<file path="config.mk">
export PLATFORM = sky130hd
export DESIGN_NAME = acp_stream_writer_flat
export DESIGN_NICKNAME = d
export VERILOG_FILES = /design/src/rtl/acp_stream_writer_pkg.sv /design/src/rtl/acp_stream_writer_if.sv /design/src/rtl/acp_stream_writer_burst_len_calc.sv /design/src/rtl/acp_stream_writer.sv /design/src/flat_wrapper.sv
export SDC_FILE = /design/constraint.sdc
export NUM_CORES = 1
export LEC_CHECK = 0
export ABC_AREA = 1
export CELL_PAD_IN_SITES_DETAIL_PLACEMENT = 0
export CELL_PAD_IN_SITES_GLOBAL_PLACEMENT = 2
export CORE_MARGIN = 10
export CORE_UTILIZATION = 23
export CTS_BUF_LIST = sky130_fd_sc_hd__clkbuf_16
export DETAILED_ROUTE_END_ITERATION = 12
export PLACE_DENSITY_LB_ADDON = 0.1
export SETUP_SLACK_MARGIN = 0.5
export SKIP_CTS_REPAIR_TIMING = 1
export SLEW_MARGIN = 40
export SYNTH_ARGS = -nofsm -noshare
export SYNTH_HDL_FRONTEND = slang
export SYNTH_SLANG_ARGS = --single-unit
</file>
<file path="constraint.sdc">
create_clock -name clk -period 7.44 [get_ports clk]
set_clock_uncertainty 0.05 [all_clocks]
set_input_delay 1.116 -clock clk [delete_from_list [all_inputs] [get_ports clk]]
set_output_delay 1.116 -clock clk [all_outputs]
set_load 0.005 [all_outputs]
</file>
<file path="src/rtl/acp_stream_writer_pkg.sv">
// Shared ACP write-side constants and FSM state encodings for the stream writer.
package acp_stream_writer_pkg;

  localparam logic [3:0] AWCACHE_ACP = 4'b1111;
  localparam logic [4:0] AWUSER_ACP  = 5'b00001;
  localparam logic [2:0] AWPROT_ACP  = 3'b000;
  localparam logic [2:0] SIZE_64     = 3'd3;
  localparam logic [1:0] BURST_INCR  = 2'b01;
  localparam logic [1:0] RESP_OKAY   = 2'b00;
  localparam logic [7:0] WSTRB_ALL   = 8'hFF;

  localparam logic [1:0] ST_IDLE  = 2'd0;
  localparam logic [1:0] ST_ADDR  = 2'd1;
  localparam logic [1:0] ST_DATA  = 2'd2;
  localparam logic [1:0] ST_DRAIN = 2'd3;

endpackage

</file>
<file path="src/rtl/acp_stream_writer_if.sv">
// AXI3 write-only (AW/W/B) bundle between the stream writer and the PS ACP slave.
interface acp_stream_writer_if;

  logic [31:0] awaddr;
  logic [7:0]  awlen;
  logic [2:0]  awsize;
  logic [1:0]  awburst;
  logic [3:0]  awcache;
  logic [4:0]  awuser;
  logic [2:0]  awprot;
  logic        awvalid;
  logic        awready;
  logic [63:0] wdata;
  logic [7:0]  wstrb;
  logic        wlast;
  logic        wvalid;
  logic        wready;
  logic [1:0]  bresp;
  logic        bvalid;
  logic        bready;

  modport master (
    output awaddr, awlen, awsize, awburst, awcache, awuser, awprot, awvalid,
    input  awready,
    output wdata, wstrb, wlast, wvalid,
    input  wready,
    input  bresp, bvalid,
    output bready
  );

  modport slave (
    input  awaddr, awlen, awsize, awburst, awcache, awuser, awprot, awvalid,
    output awready,
    input  wdata, wstrb, wlast, wvalid,
    output wready,
    output bresp, bvalid,
    input  bready
  );

endinterface

</file>
<file path="src/rtl/acp_stream_writer_burst_len_calc.sv">
// Burst sizing: the largest burst that fits both the remaining word count and the
// space left before the next MAX_BEATS*8-byte boundary.
module acp_stream_writer_burst_len_calc #(
  parameter int MAX_BEATS = 16,
  parameter int LEN_W     = 20
) (
  input  logic [$clog2(MAX_BEATS)-1:0]   beat_off,
  input  logic [LEN_W-1:0]               remaining,
  output logic [$clog2(MAX_BEATS+1)-1:0] beats
);

  localparam int BEAT_W = $clog2(MAX_BEATS + 1);

  logic [BEAT_W-1:0] room;
  logic [BEAT_W-1:0] cap;

  assign room  = BEAT_W'(MAX_BEATS) - BEAT_W'(beat_off);
  assign cap   = (remaining > LEN_W'(MAX_BEATS)) ? BEAT_W'(MAX_BEATS)
                                                 : remaining[BEAT_W-1:0];
  assign beats = (cap < room) ? cap : room;

endmodule

</file>
<file path="src/rtl/acp_stream_writer.sv">
// Stream-to-ACP writer: chops a (base, word count) job into aligned AXI3 INCR bursts
// and tracks write responses until the job completes.
//
//  state    | meaning
//  ---------+------------------------------------------------------------
//  ST_IDLE  | waiting for start
//  ST_ADDR  | presenting AW for the next burst (stalls at MAX_OUTST)
//  ST_DATA  | streaming W beats straight from the input stream
//  ST_DRAIN | all data sent, waiting for the remaining BRESPs
module acp_stream_writer
  import acp_stream_writer_pkg::*;
#(
  parameter int MAX_BEATS = 16,
  parameter int LEN_W     = 20,
  parameter int MAX_OUTST = 4
) (
  input  logic                clk,
  input  logic                rst_n,
  input  logic                start,
  input  logic [31:0]         cfg_addr,
  input  logic [LEN_W-1:0]    cfg_words,
  output logic                busy,
  output logic                done,
  output logic                err,
  input  logic [63:0]         s_tdata,
  input  logic                s_tvalid,
  output logic                s_tready,
  acp_stream_writer_if.master m_axi
);

  localparam int OFF_W  = $clog2(MAX_BEATS);
  localparam int BEAT_W = $clog2(MAX_BEATS + 1);
  localparam int OUT_W  = $clog2(MAX_OUTST + 1);

  logic [1:0]        state_q;
  logic [31:0]       addr_q;
  logic [LEN_W-1:0]  rem_q;
  logic [BEAT_W-1:0] beat_cnt_q;
  logic [OUT_W-1:0]  outst_q;
  logic              err_q;

  logic [BEAT_W-1:0] beats;
  logic              aw_hs;
  logic              w_hs;
  logic              w_last_hs;
  logic              last_burst;

  acp_stream_writer_burst_len_calc #(
    .MAX_BEATS (MAX_BEATS),
    .LEN_W     (LEN_W)
  ) u_len_calc (
    .beat_off  (addr_q[OFF_W+2:3]),
    .remaining (rem_q),
    .beats     (beats)
  );

  assign aw_hs      = m_axi.awvalid && m_axi.awready;
  assign w_hs       = m_axi.wvalid && m_axi.wready;
  assign w_last_hs  = w_hs && m_axi.wlast;
  assign last_burst = (rem_q == LEN_W'(beats));

  assign m_axi.awaddr  = addr_q;
  assign m_axi.awlen   = 8'(beats) - 8'd1;
  assign m_axi.awsize  = SIZE_64;
  assign m_axi.awburst = BURST_INCR;
  assign m_axi.awcache = AWCACHE_ACP;
  assign m_axi.awuser  = AWUSER_ACP;
  assign m_axi.awprot  = AWPROT_ACP;
  assign m_axi.awvalid = (state_q == ST_ADDR) && (outst_q != OUT_W'(MAX_OUTST));

  // W is a pure passthrough of the input stream while a burst is open.
  assign m_axi.wdata  = s_tdata;
  assign m_axi.wstrb  = WSTRB_ALL;
  assign m_axi.wlast  = (state_q == ST_DATA) && (beat_cnt_q == '0);
  assign m_axi.wvalid = (state_q == ST_DATA) && s_tvalid;
  assign s_tready     = (state_q == ST_DATA) && m_axi.wready;

  assign m_axi.bready = 1'b1;

  assign busy = (state_q != ST_IDLE);
  assign done = (state_q == ST_DRAIN) && (outst_q == '0);
  assign err  = err_q;

  always_ff @(posedge clk or negedge rst_n) begin
    if (!rst_n) begin
      state_q    <= ST_IDLE;
      addr_q     <= '0;
      rem_q      <= '0;
      beat_cnt_q <= '0;
      outst_q    <= '0;
      err_q      <= 1'b0;
    end else begin
      outst_q <= outst_q + OUT_W'(w_last_hs) - OUT_W'(m_axi.bvalid);
      if (m_axi.bvalid && (m_axi.bresp != RESP_OKAY)) begin
        err_q <= 1'b1;
      end
      case (state_q)
        ST_IDLE: begin
          if (start) begin
            addr_q  <= cfg_addr;
            rem_q   <= cfg_words;
            err_q   <= 1'b0;
            state_q <= (cfg_words == '0) ? ST_DRAIN : ST_ADDR;
          end
        end
        ST_ADDR: begin
          if (aw_hs) begin
            beat_cnt_q <= beats - BEAT_W'(1);
            state_q    <= ST_DATA;
          end
        end
        ST_DATA: begin
          if (w_hs) begin
            if (m_axi.wlast) begin
              addr_q  <= addr_q + (32'(beats) << 3);
              rem_q   <= rem_q - LEN_W'(beats);
              state_q <= last_burst ? ST_DRAIN : ST_ADDR;
            end else begin
              beat_cnt_q <= beat_cnt_q - BEAT_W'(1);
            end
          end
        end
        ST_DRAIN: begin
          if (outst_q == '0) begin
            state_q <= ST_IDLE;
          end
        end
        default: state_q <= ST_IDLE;
      endcase
    end
  end

endmodule

</file>
<file path="src/flat_wrapper.sv">
// flat-port wrapper written by rule: the top's interface ports become plain ports
module acp_stream_writer_flat import acp_stream_writer_pkg::*;
#(
  parameter int MAX_BEATS = 16,
  parameter int LEN_W     = 20,
  parameter int MAX_OUTST = 4
)
  (clk, rst_n, start, cfg_addr, cfg_words, busy, done, err, s_tdata, s_tvalid, s_tready, m_axi_awaddr, m_axi_awlen, m_axi_awsize, m_axi_awburst, m_axi_awcache, m_axi_awuser, m_axi_awprot, m_axi_awvalid, m_axi_awready, m_axi_wdata, m_axi_wstrb, m_axi_wlast, m_axi_wvalid, m_axi_wready, m_axi_bresp, m_axi_bvalid, m_axi_bready);
  acp_stream_writer_if m_axi_i ();
  input  logic clk;
  input  logic rst_n;
  input  logic start;
  input  logic [31:0] cfg_addr;
  input  logic [LEN_W-1:0] cfg_words;
  output logic busy;
  output logic done;
  output logic err;
  input  logic [63:0] s_tdata;
  input  logic s_tvalid;
  output logic s_tready;
  output wire logic [$bits(m_axi_i.awaddr)-1:0] m_axi_awaddr;
  output wire logic [$bits(m_axi_i.awlen)-1:0] m_axi_awlen;
  output wire logic [$bits(m_axi_i.awsize)-1:0] m_axi_awsize;
  output wire logic [$bits(m_axi_i.awburst)-1:0] m_axi_awburst;
  output wire logic [$bits(m_axi_i.awcache)-1:0] m_axi_awcache;
  output wire logic [$bits(m_axi_i.awuser)-1:0] m_axi_awuser;
  output wire logic [$bits(m_axi_i.awprot)-1:0] m_axi_awprot;
  output wire logic [$bits(m_axi_i.awvalid)-1:0] m_axi_awvalid;
  input wire logic [$bits(m_axi_i.awready)-1:0] m_axi_awready;
  output wire logic [$bits(m_axi_i.wdata)-1:0] m_axi_wdata;
  output wire logic [$bits(m_axi_i.wstrb)-1:0] m_axi_wstrb;
  output wire logic [$bits(m_axi_i.wlast)-1:0] m_axi_wlast;
  output wire logic [$bits(m_axi_i.wvalid)-1:0] m_axi_wvalid;
  input wire logic [$bits(m_axi_i.wready)-1:0] m_axi_wready;
  input wire logic [$bits(m_axi_i.bresp)-1:0] m_axi_bresp;
  input wire logic [$bits(m_axi_i.bvalid)-1:0] m_axi_bvalid;
  output wire logic [$bits(m_axi_i.bready)-1:0] m_axi_bready;
  assign m_axi_awaddr = m_axi_i.awaddr;
  assign m_axi_awlen = m_axi_i.awlen;
  assign m_axi_awsize = m_axi_i.awsize;
  assign m_axi_awburst = m_axi_i.awburst;
  assign m_axi_awcache = m_axi_i.awcache;
  assign m_axi_awuser = m_axi_i.awuser;
  assign m_axi_awprot = m_axi_i.awprot;
  assign m_axi_awvalid = m_axi_i.awvalid;
  assign m_axi_i.awready = m_axi_awready;
  assign m_axi_wdata = m_axi_i.wdata;
  assign m_axi_wstrb = m_axi_i.wstrb;
  assign m_axi_wlast = m_axi_i.wlast;
  assign m_axi_wvalid = m_axi_i.wvalid;
  assign m_axi_i.wready = m_axi_wready;
  assign m_axi_i.bresp = m_axi_bresp;
  assign m_axi_i.bvalid = m_axi_bvalid;
  assign m_axi_bready = m_axi_i.bready;
  acp_stream_writer #(.MAX_BEATS(MAX_BEATS), .LEN_W(LEN_W), .MAX_OUTST(MAX_OUTST)) u_core (.clk(clk), .rst_n(rst_n), .start(start), .cfg_addr(cfg_addr), .cfg_words(cfg_words), .busy(busy), .done(done), .err(err), .s_tdata(s_tdata), .s_tvalid(s_tvalid), .s_tready(s_tready), .m_axi(m_axi_i));
endmodule
</file>
==> Yosys cells after proc, flatten, opt, wreduce, memory -nomap -nowiden <==
Index checks and enable logic that the tools add are counted.
{ "totals": {"register_bits": 63, "in_bits": 125, "output_inout_bits": 137, "elab_cells": 72} }
{ "classes": {"add_sub_neg": 8, "order_cmp": 2, "eq_ne": 11, "n_mux": 25, "n_reduce_logical": 20} }
{ "op_table": {"columns": ["op", "count"], "rows": [
  ["$mux 32", 3],
  ["$pmux 32 s2", 1],
  ["$mux 20", 3],
  ["$pmux 20 s2", 1],
  ["$add 32x8->32", 1],
  ["$mux 5", 5],
  ["$eq 20x5->1", 1],
  ["$gt 20x5->1 const B", 1],
  ["$logic_not 20->1", 1],
  ["$sub 20x5->20", 1],
  ["$mux 2", 7],
  ["$pmux 5 s2", 1],
  ["$sub 5x1->5 const B", 2],
  ["$logic_and 1x1->1", 9],
  ["$pmux 2 s4", 1],
  ["$reduce_and 4->1", 2],
  ["$reduce_bool 2->1", 4],
  ["$ne 2x1->1 const B", 3],
  ["$ne 2x2->1 const B", 3],
  ["$sub 5x1->6 const B", 1],
  ["$logic_not 5->1", 1],
  ["$lt 5x5->1", 1],
  ["$reduce_and 5->1", 1],
  ["$sub 5x4->5 const A", 1],
  ["other kinds (8)", 11]
]} }

==> Depth between registers and ports, before layout <==
Gate-level depths: netlist of run 1.
{ "depth": {"depth_word": 9, "ltp_mapped": 28, "mapped_depth_nobuf": 28} }

==> Hierarchy <==
A second synthesis of run 1 with hierarchy kept.
{ "hier_totals": {"hier_cells": 1005, "hier_area_um2": 6226.0} }
{ "modules_own_cells": {"columns": ["module", "n_inst", "cells_per_inst", "area_each_um2", "seq_area_each_um2"], "rows": [
  ["acp_stream_writer", 1, 935, 5796.8, 1576.5],
  ["acp_stream_writer_burst_len_calc", 1, 70, 429.2, 0.0]
]} }

==> Worst setup path after synthesis of run 1 <==
OpenSTA, ideal clock, no wires.
{ "synth_path": {"kind": "reg-to-reg", "startpoint": "register u_core.rem_q[14]", "endpoint": "register u_core.addr_q[29], in the netlist u_core.m_axi.awaddr[29]", "setup_ns": 0.132, "arrival_time_ns": 3.853, "t_required_ns": 7.258, "setup_slack_ns": 3.405, "stages_incl_launch_ff": 28, "n_path_buf": 1, "synth_period_minus_slack_ns": 4.035, "cell_sequence": "dfrtp_1 nor2_2 nand2_2 nor2_4 nand3_1 nor2_1 ha_1 a21oi_1 nor2_1 a211oi_4 nand2_4 or2_2 o21a_1 inv_1 ha_1 inv_1 fa_1 nor2_1 o21ai_1 nand2_1 nand2_2 nand2_2 buf_6 nand3_1 nand2_1 nand3_1 nand2_1 o21ai_0"} }
{ "synth_between": {"elab_chain_len": 8} }
{ "synth_lines": {"columns": ["item", "line_no", "source"], "rows": [
  ["start: declaration", "acp_stream_writer.sv:37", "logic [LEN_W-1:0] rem_q;"],
  ["start signal: assignment", "acp_stream_writer.sv:101", "rem_q <= cfg_words;"],
  ["start signal: assignment", "acp_stream_writer.sv:116", "rem_q <= rem_q - LEN_W'(beats);"],
  ["$gt 20x5->1 *", "acp_stream_writer_burst_len_calc.sv:18", "assign cap = (remaining > LEN_W'(MAX_BEATS)) ? BEAT_W'(MAX_BEATS)"],
  ["$mux 5 *", "acp_stream_writer_burst_len_calc.sv:18", null],
  ["$lt 5x5->1", "acp_stream_writer_burst_len_calc.sv:20", "assign beats = (cap < room) ? cap : room;"],
  ["$mux 5 *", "acp_stream_writer_burst_len_calc.sv:20", null],
  ["$add 32x8->32 *", "acp_stream_writer.sv:115", "addr_q <= addr_q + (32'(beats) << 3);"],
  ["$mux 32 *", "acp_stream_writer.sv:114", "if (m_axi.wlast) begin"],
  ["$mux 32 *", "acp_stream_writer.sv:113", "if (w_hs) begin"],
  ["$pmux 32 s2 *", "acp_stream_writer.sv:97", "case (state_q)"],
  ["end signal: assignment", "acp_stream_writer.sv:100", "addr_q <= cfg_addr;"],
  ["end signal: assignment", "acp_stream_writer.sv:115", null],
  ["end: declaration", "acp_stream_writer.sv:36", "logic [31:0] addr_q;"]
]} }
Every way passes the cells marked *; elsewhere a longest branch is shown, timed or not. The select of a mux whose other input is x is not followed.
A chain may end at the register's enable or synchronous reset.

==> Worst setup path after layout of run 1 <==
{ "layout_path": {"startpoint": "register u_core.rem_q[10]", "endpoint": "output m_axi_awlen[5]"} }
{ "layout_between": {"elab_chain_len": 5} }
{ "layout_lines": {"columns": ["item", "line_no", "source"], "rows": [
  ["$gt 20x5->1 *", "acp_stream_writer_burst_len_calc.sv:18", null],
  ["$mux 5 *", "acp_stream_writer_burst_len_calc.sv:18", null],
  ["$lt 5x5->1", "acp_stream_writer_burst_len_calc.sv:20", null],
  ["$mux 5 *", "acp_stream_writer_burst_len_calc.sv:20", null],
  ["$sub 5x1->6 *", "acp_stream_writer.sv:63", "assign m_axi.awlen = 8'(beats) - 8'd1;"],
  ["end: declaration", "flat_wrapper.sv:22", "output wire logic [$bits(m_axi_i.awlen)-1:0] m_axi_awlen;"]
]} }
Every way passes the cells marked *; elsewhere a longest branch is shown, timed or not.

==> results of run 1 <==
[power by group]
group	internal (mW)	total (mW)	switching [mW]
Combinational	0.820	2.17	1.35
Sequential	0.514	0.736	0.222
Clock	0.329	0.515	0.186
[Yosys cell counts (all sizes together) (3+ instances only)]
| library cell | n | area (µm²) |
|---|---|---|
| a21oi | 33 | 165.2 |
| buf | 99 | 733.2 |
| clkbuf | 18 | 67.56 |
| dfrtp | 63 | 1577 |
| ha | 14 | 175.2 |
| inv | 125 | 469.2 |
| nand2 | 235 | 969.7 |
| nand3 | 80 | 420.4 |
| nand3b | 3 | 22.52 |
| nand4 | 24 | 156.4 |
| nor2 | 102 | 425.4 |
| nor3 | 19 | 95.09 |
| nor4 | 10 | 62.56 |
| o211ai | 3 | 22.52 |
| o21ai | 55 | 275.3 |
| o21bai | 4 | 30.03 |
| o22ai | 7 | 43.79 |
| or2 | 3 | 18.78 |
| xnor2 | 6 | 52.55 |
| xor2 | 8 | 70.07 |
[logic make-up after synthesis]
family / after synthesis / synth area share
simple gates: 480 / 0.3657
buf+inv: 242 / 0.2112
compound gates: 110 / 0.1016
flops: 63 / 0.2622
fa+ha+maj: 16 / 0.03580
xor+xnor: 14 / 0.02040
other cells: 2 / 0.001249
mux: 1 / 0.001873
[layer usage]
layer | global-route usage | share of wire
met1 | 0.1657 | 0.44
met2 | 0.2309 | 0.49
met3 | 0.03380 | 0.055
met5 | 0 | 0
met4 | 0.04133 | 0.015
[critical path, stage by stage, from the launching register on]
cell and delay, ps:
dfrtp_1 410, nor2_1 180, nand2_2 120, nor3_1 410, inv_1 90, ha_1 350, nand2_1 100, nor2_1 70
a211oi_4 320, nand2_4 160, nand2_1 110, nand2_1 70, inv_1 160, nand3_1 140, nor3b_1 540, clkdlybuf4s50_1 630
[layout make-up]
| class | count | area [µm²] | area share |
|---|---|---|---|
| sequential | 63 | 1577 | 0.2191 |
| multi-input combinational | 647 | 3271 | 0.4546 |
| tap | 335 | 419.2 | 0.05826 |
| timing repair buffer | 113 | 1115 | 0.1550 |
| inverter | 125 | 469.2 | 0.06522 |
| clock inverter | 7 | 118.9 | 0.01652 |
| clock buffer | 9 | 225.2 | 0.03130 |
[flip-flops by register name (all words and copies together) (netlist names)]
name,count
u_core.m_axi.awaddr,32
u_core.outst_q,3
u_core.beat_cnt_q,5
u_core.err,1
u_core.state_q,2
u_core.rem_q,20
[worst paths after layout]
check / end / slack [ps] / from / cells after the start
min: u_core.m_axi.awaddr[1] / 420 / u_core.m_axi.awaddr[1] / 2
min reg2reg: u_core.m_axi.awaddr[1] / 420 / u_core.m_axi.awaddr[1] / 2
min in group asynchronous: u_core.beat_cnt_q[4] / 840 / rst_n / 2
max reg2reg: u_core.m_axi.awaddr[25] / 2620 / u_core.rem_q[10] / 27
max in group asynchronous: u_core.rem_q[6] / 6020 / rst_n / 2
max: m_axi_awlen[5] / 2060 / u_core.rem_q[10] / 15
==> impl_metrics.py, run 1 <==
metrics = {
    "status": {
        "status": "finished, final reports clean",
    },
    "layout": {
        "mostFrequentLayoutCells": "nand2_1, inv_1, clkdlybuf4s50_1",
        "nFillCells": 2972,
        "final_core_util": 0.2777,
        "final_common_cell": "nand2_1",
        "fin_nets": 1100,
        "syn_to_final_growth_pct": 19.67,
        "drive_above_1_share": 0.07365,
        "post-route-cell-area_mm2": 0.007194,
        "stdcell_count": 1299,
        "insertedDiodeCount": 0,
    },
    "routing": {
        "drt_wl_total_um": 22670,
        "detail_route.vias_per_cell": 4.405,
        "wire_per_inst_um": 17.45,
        "vias": 5722,
        "drt_iter0_drc": 328,
        "dr.pass1.iters": 4,
        "drtAntennaViolNets": 0,
        "drc": 0,
    },
    "synthesis": {
        "ys_async_sr_fraction": 1.000,
        "ys.flop_type": "dfrtp_1",
        "syn-cell-area_mm2": 0.006012,
        "syn_avg_cell_area_um2": 6.478,
        "yosys_warnings": 0,
        "synth_cell_types": 44,
        "ys_seq_elements": 63,
        "synth-edff-count": 0,
        "netlist_instances": 928,
        "seq_area_frac_synth": 0.2622,
    },
    "global_routing": {
        "grt_max_degree": 64,
        "gr-total-overflow": 0,
        "grt_pass1_vias": 6083,
        "grt_pass1_wl_um": 35730,
        "grt_usage": 0.1362,
        "antenna_found_initial": 0,
    },
    "place": {
        "dpl_worst_slack_ps": 2387,
        "dp_cells": 1283,
        "dp.final_hpwl_um": 17230,
        "dpl-instance-area_mm2": 0.006850,
        "gp_congestion": 0.7815,
        "io_buffers": 107,
    },
    "clock_tree": {
        "clk_path_buf_depth": 2,
        "cts_buffers": 9,
        "cts_tree": "done",
        "clkTransAtPathRegs_ps": 60,
        "cts_max_level": 3,
        "cts-root-buf": "clkbuf_16",
        "clock_sinks": 63,
        "clk_latency_ps": 340,
    },
    "critical_path": {
        "critPathCaptureType": "output port",
        "crit_type": "flop to output port",
        "startpoint_type": "flop",
        "arrival_ps": 4210,
        "required_ps": 6270,
        "path_max_fanout": 9,
    },
    "sta": {
        "finalSetupViolations": 0,
        "maxSlewHeadroom": 0.5366,
        "holdWs_ps": 418.6,
        "fmax_mhz": 186.0,
        "timing.final.crit_share": 0.7227,
        "grt_setup_unrepaired": "false",
        "setup_ws_ps": 2063,
        "drv_slew": 0,
        "layout_min_cycle_time_ps": 5377,
        "tns_ps": 0,
        "finalHoldViolations": 0,
        "worst_pin_slew_ps": 695.1,
    },
    "power": {
        "power_mw": 3.425,
        "power_leakage_nw": 3.318,
        "p_per_area_mw_per_mm2": 476.0,
        "max-vdd-ir-drop_mv": 0.1363,
    },
    "worst_hold_path": {
        "hp-class": "flop to flop",
    },
    "floorplan": {
        "initial_utilization": 0.2320,
        "dieWidth_um": 181.7,
        "dieHeight_um": 181.7,
        "fp-row-count": 59,
        "ioPinCount": 262,
        "coreArea_mm2": 0.02591,
        "dieArea_mm2": 0.03301,
    },
    "flow_run": {
        "maxCapViolations": 0,
    },
}
Note: power is estimated with default switching activity, not from simulation.
==> run 2: changes to the inputs <==
--- a/config.mk
+++ b/config.mk
@@ -9,7 +9,7 @@
 export CELL_PAD_IN_SITES_DETAIL_PLACEMENT = 0
 export CELL_PAD_IN_SITES_GLOBAL_PLACEMENT = 2
 export CORE_MARGIN = 10
-export CORE_UTILIZATION = 23
+export CORE_UTILIZATION = 22
 export CTS_BUF_LIST = sky130_fd_sc_hd__clkbuf_16
 export DETAILED_ROUTE_END_ITERATION = 12
 export PLACE_DENSITY_LB_ADDON = 0.1
==> constraint.sdc (replaced) <==
create_clock -name clk -period 5.5 [get_ports clk]
set_clock_uncertainty 0.05 [all_clocks]
set_input_delay 0.825 -clock clk [delete_from_list [all_inputs] [get_ports clk]]
set_output_delay 0.825 -clock clk [all_outputs]
set_load 0.005 [all_outputs]
==> run 2 against run 1 <==
Sequential power rose by 36%; global-route usage fell by 0.30 points; critical path depth rose by 1; first-iteration DRC count fell by 24%; largest power group unchanged.
==> impl_metrics.py, run 2 (synthesized netlist as in run 1, its figures left out) <==
metrics = {
    "status": {
        "status": "finished, final reports clean",
    },
    "layout": {
        "final_common_cell": "nand2_1",
        "stdcell_count": 1313,
        "nFillCells": 3058,
        "syn_to_final_growth_pct": 21.21,
        "mostFrequentLayoutCells": "nand2_1, inv_1, clkdlybuf4s50_1",
        "multiInputGateArea_mm2": 0.003326,
        "insertedDiodeCount": 0,
        "regArea_mm2": 0.001580,
        "drive_above_1_share": 0.08745,
        "largest_register_ff_count": 32,
        "fin_nets": 1108,
    },
    "clock_tree": {
        "clock_sinks": 63,
        "cts_max_level": 3,
        "cts-root-buf": "clkbuf_16",
        "clkTransAtPathRegs_ps": 60,
        "cts_tree": "done",
        "cts_buffers": 9,
        "clk_latency_ps": 340,
        "clk_path_buf_depth": 2,
    },
    "global_routing": {
        "grt_max_degree": 68,
        "grt_pass1_wl_um": 35310,
        "antenna_found_initial": 0,
        "grt_usage": 0.1332,
        "grt_pass1_vias": 5978,
        "gr-total-overflow": 0,
    },
    "routing": {
        "drt_iter0_drc": 248,
        "vias": 5744,
        "detail_route.vias_per_cell": 4.375,
        "dr.pass1.iters": 5,
        "drt_wl_total_um": 22710,
        "drc": 0,
        "drtAntennaViolNets": 0,
        "wire_per_inst_um": 17.29,
    },
    "power": {
        "power_frac_comb": 0.646,
        "p_clk_frac": 0.136,
        "max-vdd-ir-drop_mv": 0.1500,
        "p_seq_frac": 0.218,
        "power_leakage_nw": 3.372,
        "p_int_mw": 2.224,
        "p_per_area_mw_per_mm2": 632.4,
        "power_mw": 4.608,
        "p_switching_mw": 2.385,
        "swShare": 0.5175,
    },
    "sta": {
        "fmax_mhz": 213.1,
        "timing.final.crit_share": 0.8533,
        "finalSetupViolations": 0,
        "finalHoldViolations": 0,
        "worst_pin_slew_ps": 663.2,
        "maxSlewHeadroom": 0.5578,
        "drv_slew": 0,
        "layout_min_cycle_time_ps": 4693,
        "grt_setup_unrepaired": "false",
        "setup_ws_ps": 806.9,
        "tns_ps": 0,
    },
    "floorplan": {
        "dieWidth_um": 185.3,
        "initial_utilization": 0.2231,
        "fp-row-count": 60,
        "coreArea_mm2": 0.02695,
        "dieArea_mm2": 0.03434,
        "ioPinCount": 262,
        "dieHeight_um": 185.3,
    },
    "place": {
        "dpl_worst_slack_ps": 673.5,
        "gp_congestion": 0.7951,
        "dp.final_hpwl_um": 17250,
        "dp_cells": 1290,
        "io_buffers": 107,
    },
    "critical_path": {
        "required_ps": 4620,
        "crit_type": "flop to output port",
        "path_max_fanout": 8,
        "startpoint_type": "flop",
        "critPathCaptureType": "output port",
        "arrival_ps": 3820,
    },
    "worst_hold_path": {
        "hp-class": "input pin to asynchronous set/reset pin",
    },
    "flow_run": {
        "maxCapViolations": 0,
    },
}
[run 2: cell types whose count changed in the layout (fill, tap and decap cells not counted), moves of 2 or more]
cell,previous run,this run
buf_4,5,14
dfrtp_1,63,60
dfrtp_2,0,3
nor2_4,5,8
inv_1,118,120
inv_6,2,0
nor2_1,89,87
[run 2: layout make-up]
type                            instances  share of cell area
Clock inverter                          7             0.01099
Clock buffer                            9             0.03091
Inverter                              125             0.06439
Sequential cell                        63              0.2169
Multi-Input combinational cell        647              0.4564
Tap cell                              341             0.05855
Timing Repair Buffer                  121              0.1619
[run 2: worst paths after layout]
kind                       slack, ps                    from                 endpoint  depth (start not counted)
max reg2reg                     1000         u_core.rem_q[8]  u_core.m_axi.awaddr[25]                         28
min in group clk                 420  u_core.m_axi.awaddr[2]   u_core.m_axi.awaddr[2]                          2
max in group asynchronous       4110                   rst_n          u_core.rem_q[6]                          2
min                              420                   rst_n        u_core.outst_q[2]                          1
max                              810         u_core.rem_q[8]           m_axi_awlen[7]                         16
min reg2reg                      420  u_core.m_axi.awaddr[2]   u_core.m_axi.awaddr[2]                          2
[run 2: critical path: stages (launching register included)]
cell	delay, ps
dfrtp_2	450
nor2_2	120
nand2_2	120
nor2_4	190
nand3_4	110
nor2_4	130
ha_1	240
a21oi_1	160
nor2_1	90
a211oi_4	320
nand2_4	120
nand2_1	100
nand2_1	70
inv_1	150
nand3_1	150
nor3b_2	350
clkdlybuf4s50_1	580
[run 2: per-layer routing]
metal,vias to the layer above,GRT usage,wire length (µm)
met1,2656,0.1671,10330
li1,2932,-,-
met5,-,0,0
met4,0,0.03544,308
met2,138,0.2231,10900
met3,18,0.03056,1167
[run 2: through the flow]
step | util | hold WS (ps) | instance area [µm²]
after floorplan | - | 415.4 | 6102
after global placement | 0.2546 | 407.1 | 6862
after detailed placement | 0.2547 | 411.9 | 6864
after CTS | 0.2660 | 425.9 | 7169
after global routing | 0.2704 | 449.4 | 7287
final | 0.2704 | 420.1 | 7287
[run 2: power groups by stage]
stage               Sequential (mW)  Combinational [mW]  Clock [mW]
detailed placement             1.01                3.00           0
global route                   1.05                3.41       0.671
CTS                            1.00                3.02       0.657
floorplan                     0.915                1.99           0
finish                         1.00                2.98       0.627
global placement               1.01                3.05           0
